--- config.mk ---
export PLATFORM = sky130hd
export DESIGN_NAME = exec_ctrl
export DESIGN_NICKNAME = d
export VERILOG_FILES = /design/src/rtl/exec_ctrl_pkg.sv /design/src/rtl/exec_cnt.sv /design/src/rtl/exec_ctrl.sv
export SDC_FILE = /design/constraint.sdc
export NUM_CORES = 1
export LEC_CHECK = 0
export BUFFER_PORTS_ARGS = -buffer_cell sky130_fd_sc_hd__buf_4
export CORE_AREA = 10 10 115 117
export DETAILED_ROUTE_END_ITERATION = 7
export DIE_AREA = 0 0 125 127
export PLACE_DENSITY = 0.72
export SLEW_MARGIN = 20
export SYNTH_ARGS = -nofsm -noshare
export SYNTH_HDL_FRONTEND = slang
export SYNTH_HIERARCHICAL = 1
export SYNTH_SLANG_ARGS = --single-unit
--- constraint.sdc ---
create_clock -name clk -period 6.1 [get_ports clk]
set_input_delay 0.305 -clock clk [delete_from_list [all_inputs] [get_ports clk]]
set_output_delay 0.305 -clock clk [all_outputs]
set_load 0.01 [all_outputs]
--- src/rtl/exec_ctrl_pkg.sv ---
// Shared types and constants for the run/halt/step sequencer of the RV32I core.
package exec_ctrl_pkg;

    typedef enum logic [1:0] {
        ST_IDLE   = 2'd0,
        ST_RUN    = 2'd1,
        ST_STEP   = 2'd2,
        ST_HALTED = 2'd3
    } state_t;

    typedef enum logic [2:0] {
        CAUSE_NONE     = 3'd0,
        CAUSE_HOST     = 3'd1,
        CAUSE_BP       = 3'd2,
        CAUSE_EBREAK   = 3'd3,
        CAUSE_WATCHDOG = 3'd4
    } halt_cause_t;

    localparam logic [31:0] EBREAK_INST       = 32'h0010_0073;
    localparam logic [31:0] MAX_INSTR_DEFAULT = 32'd100000;

endpackage

--- src/rtl/exec_cnt.sv ---
// 32-bit wrapping event counter; a clear takes priority over an increment.
module exec_cnt (
    input  logic        clk,
    input  logic        reset,
    input  logic        clr_i,
    input  logic        inc_i,
    output logic [31:0] cnt_o
);

    logic [31:0] cnt_q;
    logic [31:0] cnt_d;

    always_comb begin
        cnt_d = cnt_q;
        if (clr_i) begin
            cnt_d = '0;
        end else if (inc_i) begin
            cnt_d = cnt_q + 32'd1;
        end
    end

    always_ff @(posedge clk or posedge reset) begin
        if (reset) begin
            cnt_q <= '0;
        end else begin
            cnt_q <= cnt_d;
        end
    end

    assign cnt_o = cnt_q;

endmodule

--- src/rtl/exec_ctrl.sv ---
// Run/halt/step sequencer: gates every architectural commit of the core through core_en
// and halts on host request, EBREAK, PC breakpoint or retired-instruction watchdog.
module exec_ctrl
    import exec_ctrl_pkg::*;
#(
    parameter logic [31:0] MAX_INSTR   = exec_ctrl_pkg::MAX_INSTR_DEFAULT,
    parameter logic [31:0] EBREAK_INST = exec_ctrl_pkg::EBREAK_INST
) (
    input  logic        clk,
    input  logic        reset,
    input  logic        start,
    input  logic        halt_req,
    input  logic        step_req,
    input  logic        clr_cnt,
    input  logic        bp_en,
    input  logic [31:0] bp_addr,
    input  logic [31:0] pc,
    input  logic [31:0] inst,
    output logic        core_en,
    output logic        running,
    output logic        halted,
    output logic [2:0]  halt_cause,
    output logic [31:0] cycle_cnt,
    output logic [31:0] instret_cnt
);

    state_t      state_q, state_d;
    halt_cause_t halt_cause_q, halt_cause_d;
    logic        skip_bp_q, skip_bp_d;

    logic is_ebreak;
    logic bp_hit;
    logic wd_hit;

    assign is_ebreak = (inst == EBREAK_INST);
    assign bp_hit    = bp_en && (pc == bp_addr) && !skip_bp_q;
    assign wd_hit    = (MAX_INSTR != 32'd0) && ((instret_cnt + 32'd1) == MAX_INSTR);

    always_comb begin
        state_d      = state_q;
        halt_cause_d = halt_cause_q;
        skip_bp_d    = skip_bp_q;
        core_en      = 1'b0;
        unique case (state_q)
            ST_IDLE, ST_HALTED: begin
                // skip_bp lets a resume from a breakpoint PC commit that instruction once
                if (start) begin
                    state_d   = ST_RUN;
                    skip_bp_d = 1'b1;
                end else if (step_req) begin
                    state_d   = ST_STEP;
                    skip_bp_d = 1'b1;
                end
            end
            ST_RUN: begin
                if (halt_req) begin
                    state_d      = ST_HALTED;
                    halt_cause_d = CAUSE_HOST;
                end else if (is_ebreak) begin
                    state_d      = ST_HALTED;
                    halt_cause_d = CAUSE_EBREAK;
                end else if (bp_hit) begin
                    state_d      = ST_HALTED;
                    halt_cause_d = CAUSE_BP;
                end else begin
                    core_en   = 1'b1;
                    skip_bp_d = 1'b0;
                    if (wd_hit) begin
                        state_d      = ST_HALTED;
                        halt_cause_d = CAUSE_WATCHDOG;
                    end
                end
            end
            ST_STEP: begin
                state_d = ST_HALTED;
                if (is_ebreak) begin
                    halt_cause_d = CAUSE_EBREAK;
                end else begin
                    core_en      = 1'b1;
                    skip_bp_d    = 1'b0;
                    halt_cause_d = CAUSE_NONE;
                end
            end
            default: state_d = ST_IDLE;
        endcase
    end

    always_ff @(posedge clk or posedge reset) begin
        if (reset) begin
            state_q      <= ST_IDLE;
            halt_cause_q <= CAUSE_NONE;
            skip_bp_q    <= 1'b0;
        end else begin
            state_q      <= state_d;
            halt_cause_q <= halt_cause_d;
            skip_bp_q    <= skip_bp_d;
        end
    end

    assign running    = (state_q == ST_RUN) || (state_q == ST_STEP);
    assign halted     = (state_q == ST_HALTED);
    assign halt_cause = halt_cause_q;

    exec_cnt u_cycle_cnt (
        .clk   (clk),
        .reset (reset),
        .clr_i (clr_cnt),
        .inc_i (running),
        .cnt_o (cycle_cnt)
    );

    exec_cnt u_instret_cnt (
        .clk   (clk),
        .reset (reset),
        .clr_i (clr_cnt),
        .inc_i (core_en),
        .cnt_o (instret_cnt)
    );

endmodule
==> flow_results.org, run 1 <==
** Detailed routing
- Summed over all layers, the routed wires come to 15500 microns.
- Final ANT Viol Nets :: 0
- Number of DRC markers after the initial detailed-route iteration :: 465
- Post-route DRC violation count :: 0
- Dividing the detail-routed wire length by the instance count gives about 18 microns.
- Using the TritonRoute via totals, the vias-per-cell ratio works out to 5.73.
- Vias after detailed routing :: 4875
- For this run, the detailed router's first-pass iteration total came to 4.

** CTS
- The number of hold buffers added after CTS was 1.
- H-tree lvl count :: 3
- TritonCTS clock tree :: built
- In this run the clock root is driven by a sky130_fd_sc_hd__clkbuf_16.
- Clock latency on the worst-skew pair, taken at its later pin, is 0.33 ns.
- TritonCTS buffer count :: 9
- Counting along the longest clock path gives a buffer depth of 2.
- Postcts setup bufs :: 0
- # clock sinks :: 70
- Clock slew seen by the registers of the worst setup and hold paths :: around 0.05 ns
- Once the clock tree was built, the resizer swapped 0 gates to a different size.

** Final layout
- Count of nets after finishing :: 814
- Cells with a size suffix above 1 make up 30.2% of the layout.
- 0 antenna diodes ended up in the layout.
- Relative to the synthesized area, the layout overhead comes to 33.4%.
- The layout has 988 filler cells.

** Yosys
- Share of synthesized flip-flops with an asynchronous set or reset :: 100%
- Cell with the most instances after synthesis :: sky130_fd_sc_hd__dfrtp_1
- In this run, synthesis inferred 0 flip-flops with an integrated enable.
- Synthesis inferred 70 register bits.
- Cells after Synth :: 544
- Synthesis produced a netlist with a net count of 652.
- Among all flip-flop cells after synthesis, the most frequent one is sky130_fd_sc_hd__dfrtp_1.
- Leading cell types by total area after synthesis :: sky130_fd_sc_hd__dfrtp_1 (36%), sky130_fd_sc_hd__xnor2_1 (8.0%), sky130_fd_sc_hd__nand4_1 (5.1%)
- Warnings from Yosys :: 6
- Commonest cells post-synth :: sky130_fd_sc_hd__dfrtp_1 (70), sky130_fd_sc_hd__nor2_1 (50), sky130_fd_sc_hd__xnor2_1 (44)
- Most area-hungry cell type in the Yosys netlist :: sky130_fd_sc_hd__dfrtp_1
- The cell area that synthesis handed to floorplanning was 0.00480 sq mm.
- Synth Area per Inst :: 8.83 sq um
- After synthesis, the netlist uses 56 different library cells.
- Share of the yosys chip area belonging to registers :: between 30% and 40%
- Portion of synthesized cell area occupied by the leading cell type :: a little over a third

** Place
- The count of buffers added on input and output ports is 172.
- The congestion estimate from routability-driven global placement came to 0.902.
- Detailed placement ended at an HPWL of roughly 12000 microns.

** Global route
- Global-route usage over all layers :: 18.5%
- Via count of the first global-routing pass :: around 4700
- The total overflow left after global routing is 0.
- The first global-routing pass estimated 24700 microns of wire.
- The initial antenna violation count is 0.
- Largest net degree at the start of global routing :: 81

** Critical path
- The startpoint identified for the worst register-to-register timing path is state_q[1].
- The endpoint identified for the worst register-to-register timing path is u_instret_cnt/cnt_o[28].
- Slowest cell on crit path :: sky130_fd_sc_hd__or3_1
- The critical path is of the flip-flop to flip-flop type.
- CP endpoint kind :: flip-flop
- Count of buffering cells on the critical path with inverters included :: 1
- The worst register-to-register path has a setup slack of between 2 and 3 ns.
- Length in cells of the worst reg-to-reg path :: 9
- For this run, the slowest stage of the critical path takes roughly 0.66 ns.
- Arrival time at the worst endpoint :: 3.77 ns
- At the worst endpoint, the required time is 6.32 ns.
- STA classifies the critical path startpoint as a flip-flop.
- CP top delay family :: simple AND/OR/NAND/NOR gates
- Of all nets on the critical path, the largest fanout is 16.
- The critical path starts at state_q[1].
- Traced cell by cell, the critical path runs through inv_1 > ha_1 > nor2b_1 > nand2_2 > a21oi_1 > o2111ai_2 > or3_1 > nor4_1 > mux2_2.

** Timing
- Adding up every negative setup slack in the final design gives 0 ns.
- Final max-slew violation count :: 0
- The worst path uses about three fifths of the clock period.
- Transition time at the pin with the least slew margin :: 0.839 ns
- Shortest period the worst path allows :: 3.55 ns
- Top achievable clock speed :: 282 MHz
- Setup repair after global routing missed its margin :: false
- For the final database, setup skew stands at 0.00605 ns.
- Setup violations remaining at the end of the flow were counted as 0.
- Number of failing hold endpoints at the final stage :: 0
- Across all hold checks on the routed design, the worst slack comes to 0.274 ns.
- Slew margin rel. :: 44.1%

** Floorplanning
- Core Area :: 0.0111 sq mm
- Horizontal die dimension :: 125 microns
- For this configuration, the core starts out at a cell density of 43.2%.
- Die height :: 127 microns
- Site row count :: 39
- The die covers between 0.015 and 0.02 sq mm.
- I/O Pins :: 173

** Flow run
- Across the run, the number of max-cap violations was 0.

** Pwr
- Power per cell area :: slightly above 200 mW/mm^2
- Summed over all cells, the static leakage comes to between 0.002 and 0.003 uW.
- IR Drop Worst-Case VDD :: 0.156 mV

** Min path
- Hold path endpoint :: state_q[0]
- The worst hold path was traced through 3 stages.
- Classification of the worst-slack hold path :: input port to flip-flop
- Beginning of the worst hold path :: start

** Run status
- Status :: complete, no violations
## sequential cells by signal (all words and copies together) (netlist names)
signal / cells
u_cycle_cnt/cnt_o: 32
u_instret_cnt/cnt_o: 32
halt_cause: 3
state_q: 2
skip_bp_q: 1
## worst reg2reg max path: cells and delay by family, from the launching register on
kind / cells / cell delay, ns
flip-flops: 1 / 0.40
AND/OR/NAND/NOR: 4 / 1.42
AO/OA/AOI/OAI: 2 / 0.90
multiplexers: 1 / 0.38
buffers and inverters: 1 / 0.10
adder cells (fa/ha/maj): 1 / 0.25
## where the power goes
part	leakage, uW	total [uW]	internal (uW)	switching [uW]
clock	0.000124	452	266	186
sequential	0.000963	524	492	31.6
combinational	0.00159	331	161	169
## cells in the final DEF (no fill, tap or decap), drive strengths merged, types with 2 or more instances in the layout
cell type  netlist  routed
a211oi           3       3
a21oi           29      29
a2bb2oi          2       2
and3             4       4
and4             6       6
buf             15     174
clkbuf           9      10
clkinv           0       3
dfrtp           70      70
ha               5       5
inv             20      20
mux2            14      14
mux2i            4       4
nand2           38      38
nand2b           2       2
nand3           13      13
nand4           40      40
nand4bb          3       3
nor2            51      51
nor2b           15      15
nor3            18      18
nor3b            4       4
nor4            26      26
nor4b            3       3
o2111ai          4       4
o21a             2       2
o21ai           15      15
o21bai           2       2
o22ai            3       3
o31ai           14      14
or2              5       5
or3             14      14
or4             23      23
xnor2           44      44
xor2            14      14
## stage by stage
step	worst slack, ns	cell area (sq um)	instances	total power [uW]	util [%]
2_1_floorplan	3.01	4800	544	718	-
4_1_cts	2.62	6410	851	1320	57.6
3_5_place_dp	2.44	6150	837	864	55.3
5_1_grt	2.33	6410	851	1370	57.6
3_3_place_gp	2.53	6150	837	850	55.3
6_report	2.55	6410	851	1310	57.6
## how the worst max path moves through the flow
stage               cells past startpoint                 endpoint  slack [ns]
floorplan                              13  u_instret_cnt/cnt_o[17]        3.01
detailed placement                     11  u_instret_cnt/cnt_o[28]        2.44
global route                            9  u_instret_cnt/cnt_o[30]        2.33
finish                                  9  u_instret_cnt/cnt_o[28]        2.55
global placement                       11  u_instret_cnt/cnt_o[30]        2.53
CTS                                     9  u_instret_cnt/cnt_o[30]        2.62
## kinds of logic (layout without fill, tap and decap cells)
logic type | Yosys count | after routing | share of synthesized area [%]
simple gates | 268 | 268 | 32.3
compound gates | 81 | 81 | 10.9
flops | 70 | 70 | 36.5
xor+xnor | 58 | 58 | 10.6
buf+inv | 44 | 208 | 4.35
mux | 18 | 18 | 4.12
fa+ha+maj | 5 | 5 | 1.30
## metal layers
metal  part of all wire [%]  GRT usage, %  vias up
li1                       -             -     2345
met1                     43          23.1     2359
met2                     51          31.6      159
met3                    5.2          4.51       12
met4                   0.65          4.00        0
met5                      0             0        -
## cell type report
class                      count  area, sq um  share of cell area (%)
multi-input combinational    430         2840                    44.3
sequential                    70         1750                    27.3
timing repair buffer         175         1320                    20.5
clock buffer                  10          229                    3.57
tap                          143          179                    2.79
inverter                      20         75.1                    1.17
clock inverter                 3         15.0                   0.234
Power figures use the tool's default switching activity.
==> run 2, diff against run 1 <==
Clock period 6.1 ns to 3.55 ns, I/O delays scaled along.
==> flow_results.org, run 2 (synthesis gave the netlist of run 1 again) <==
** Run status
- The flow ran to the end, and the final reports show no timing, DRC or antenna violations.

** Global route
- Grt ovf :: 0 (unchanged)
- Global-route wire length before repair :: 25400 microns (+2.8%)
- The total routing resource utilization after global routing came to 19.1% (+0.63 points).
- Global routing usage on met3 :: 4.38% (-0.12 points)
- Largest net degree at the start of global routing :: 67 (-17%)
- Global-route met1 utilization :: 23.6% (+0.50 points)
- Number of antenna violations at the first check in global routing :: 0 (unchanged)
- The routing usage on met2 was 32.8% (+1.2 points).
- In this run the most used layer during global routing was met2.
- Via count of the first global-routing pass :: 4975 (+5.0%)

** Floorplanning
- Die height :: 127 microns (unchanged)
- The row count was 39 (unchanged).
- Core Area :: 0.0111 sq mm (unchanged)
- The number of primary I/O pins was 173 (unchanged).
- Die Area :: 0.0159 sq mm (unchanged)
- Effective utilization at floorplan :: 43.2% (unchanged)
- Horizontal die dimension :: 125 microns (unchanged)

** Critical path
- The stage delay of the slowest cell on the critical path was 0.62 ns (-0.04 ns).
- CP cell instances :: inv_1 > ha_1 > nor2b_1 > nand2_2 > a21oi_1 > o2111ai_2 > or3_1 > nor4_1 > mux2_2
- Setup Crit Path Kind :: flip-flop to flip-flop
- Arrival time at the worst endpoint :: 3.20 ns (-0.57 ns)
- Reg-to-reg slack, setup :: 0.56 ns (-1.99 ns)
- The biggest fanout along the worst timing path is 16 (unchanged).
- Data required time of the worst path :: 3.76 ns (-2.56 ns)
- The slowest stage of the critical path is the sky130_fd_sc_hd__or3_1 cell.
- In this run the critical register-to-register path is launched from state_q[1].
- CP endpoint kind :: flip-flop
- The cell count of the worst reg-to-reg path was 9 (unchanged).
- The worst setup path is launched from a flip-flop.
- Reg-to-reg critical path endpoint :: u_instret_cnt/cnt_o[30]

** Timing
- The setup skew after layout is 0.00976 ns (+0.00371 ns).
- The minimum period implied by the final worst setup slack is 2.99 ns (-0.562 ns).
- The period utilization was 84.2% (+26 points).
- Number of failing hold endpoints at the final stage :: 0 (unchanged)
- The smallest hold slack is 0.143 ns (-0.131 ns).
- The actual transition at the worst max-transition pin is 0.719 ns (-0.120 ns).
- The maximum operating frequency is 335 MHz (+19%).
- The setup total negative slack is 0 ns (unchanged).
- The count of endpoints failing setup in the final report was 0 (unchanged).
- The count of pins over their slew limit was 0 (unchanged).
- Setup repair after global routing left no endpoint under its margin.
- Slew margin rel. :: 51.7% (+7.6 points)

** Final layout
- Most common cell after layout, fill and taps aside :: sky130_fd_sc_hd__buf_4
- Number of inserted diodes :: 0 (unchanged)
- Commonest cells after routing, fill and taps aside :: sky130_fd_sc_hd__buf_4 (178), sky130_fd_sc_hd__dfrtp_1 (70), sky130_fd_sc_hd__nor2_1 (50)
- Compared with the post-synthesis result, the final layout area differs by 34.3%.
- The number of non-filler instances in the completed layout was 856 (+0.59%).
- Fraction of final layout cells with drive strength greater than 1 :: 30.6% (+0.35 points)
- Area taken by flip-flops and latches :: 0.00175 sq mm (unchanged)
- Core occupancy in the finished layout :: 58.0% (+0.38 points)
- The footprint of the multi-input gates was 0.00284 sq mm (unchanged).
- Number of fillers in the final layout :: 1015 (+2.7%)
- Count of nets after finishing :: 818 (+0.49%)

** Detailed routing
- The count of nets left with antenna violations after detail routing came to 0 (unchanged).
- Post-route DRC violation count :: 0 (unchanged)
- The number of vias per cell after detailed routing came to 5.74 (+0.23%).
- Number of DRC markers after the initial detailed-route iteration :: 474 (+1.9%)
- Vias after detailed routing :: 4915 (+0.82%)
- TritonRoute pass-1 iters :: 6 (+2)
- The average detailed-routed wire length per instance is 18.4 microns (+1.1%).
- The total wirelength of the detailed-routed design is 15700 microns (+1.7%).

** Min path
- The startpoint identified for the worst hold timing path is clr_cnt.
- Classification of the worst-slack hold path :: input port to flip-flop
- The path with the worst hold slack has its endpoint at u_cycle_cnt/cnt_o[7].
- The hold path depth came to 2 (-1).

** Pwr
- Int Pwr :: 1620 uW (+77%)
- The leakage power was 0.00270 uW (+0.88%).
- Portion of total power attributed to sequential cells :: 39.4% (-0.7 points)
- Switching share of total power :: 29.0% (-0.64 points)
- The maximum VDD drop is 0.210 mV (+34%).
- The power density normalized to cell area was 355 mW/mm^2 (+74%).
- The reported net switching power came to 663 uW (+71%).
- The combinational fraction of design power came to 25.7% (+0.4 points).
- The share of total power in the clock network was 34.8% (+0.2 points).

** CTS
- Bufs on Longest Clock Path :: 2 (unchanged)
- The tree is rooted in a sky130_fd_sc_hd__clkbuf_16.
- TritonCTS clock tree :: built
- The number of clock buffers inserted by TritonCTS came to 9 (unchanged).
- H-tree lvl count :: 3 (unchanged)
- Clock slew seen by the registers of the worst setup and hold paths :: 0.06 ns (about the same)
- # clock sinks :: 70 (unchanged)
- Latest clock arrival within the worst-skew pair :: 0.33 ns (about the same)

** Place
- The placed wire-length estimate is 12000 microns (+2.5%).
- Final Wtd Congestion :: 0.890 (-1.4%)
- The count of buffers inserted at the top-level ports came to 172 (unchanged).
- Placed cells :: 841 (+0.48%)

** Flow run
- The number of max-cap violations was 0 (unchanged).
==> run 2: changes by cell type in the layout (fill, tap and decap cells not counted), sizes merged <==
cell,previous run,this run
clkbuf,10,12
clkinv,3,2
buf,174,178
==> run 2: routing by layer <==
layer  wire length, microns  share of wire, %
met3                    821               5.2
met1                   6680                42
met4                    230               1.5
met2                   8020                51
met5                      0                 0
==> run 2: what timing repair did <==
item / in CTS / in global routing
endpoints found under the hold margin: 48 / 0
buffers inserted: 0 / 0
hold buffers: 1 / 0
resized for setup: 0 / 0
setup endpoints to repair: 0 / 0
==> run 2: worst max path at each step <==
| stage | slack, ns | from | end | depth (start not counted) |
|---|---|---|---|---|
| 3_5_place_dp | 0.47 | pc[0] | u_instret_cnt/cnt_o[30] | 11 |
| 5_1_grt | 0.33 | state_q[1] | u_instret_cnt/cnt_o[26] | 9 |
| 2_1_floorplan | 0.49 | state_q[1] | u_instret_cnt/cnt_o[17] | 12 |
| 3_3_place_gp | 0.62 | bp_addr[0] | u_instret_cnt/cnt_o[30] | 11 |
| 4_1_cts | 0.59 | state_q[1] | u_instret_cnt/cnt_o[30] | 9 |
| 6_report | 0.56 | state_q[1] | u_instret_cnt/cnt_o[30] | 9 |
==> run 2: power by group through the flow <==
| stage | registers (uW) | clock network [uW] | logic (uW) |
|---|---|---|---|
| global placement | 913 | 0 | 577 |
| finish | 902 | 796 | 589 |
| floorplan | 913 | 0 | 320 |
| global route | 909 | 853 | 649 |
| detailed placement | 916 | 0 | 590 |
| CTS | 902 | 810 | 598 |
==> run 2: layout make-up <==
class,instances,share of cell area (%)
repair buffers,179,20.9
clock buffers,12,3.82
flip-flops and latches,70,27.2
well taps,143,2.77
multi-input cells,430,44.1
clock inverters,2,0.155
inverters,20,1.16
==> run 2: stage by stage <==
stage	setup slack (ns)	cell area (sq um)	total power [uW]
6_report	0.562	6450	2290
5_1_grt	0.328	6450	2410
4_1_cts	0.589	6450	2310
3_5_place_dp	0.475	6180	1510
3_3_place_gp	0.616	6180	1490
2_1_floorplan	0.493	4800	1230
==> run 2: critical path: cells and delay by family, from the launching register on <==
family                     cells  cell delay [ns]
and+or+nand+nor                4             1.37
adders and majority gates      1             0.21
buffers and inverters          1             0.08
AOI/OAI and AO/OA              2             0.43
muxes                          1             0.37
DFF                            1             0.40
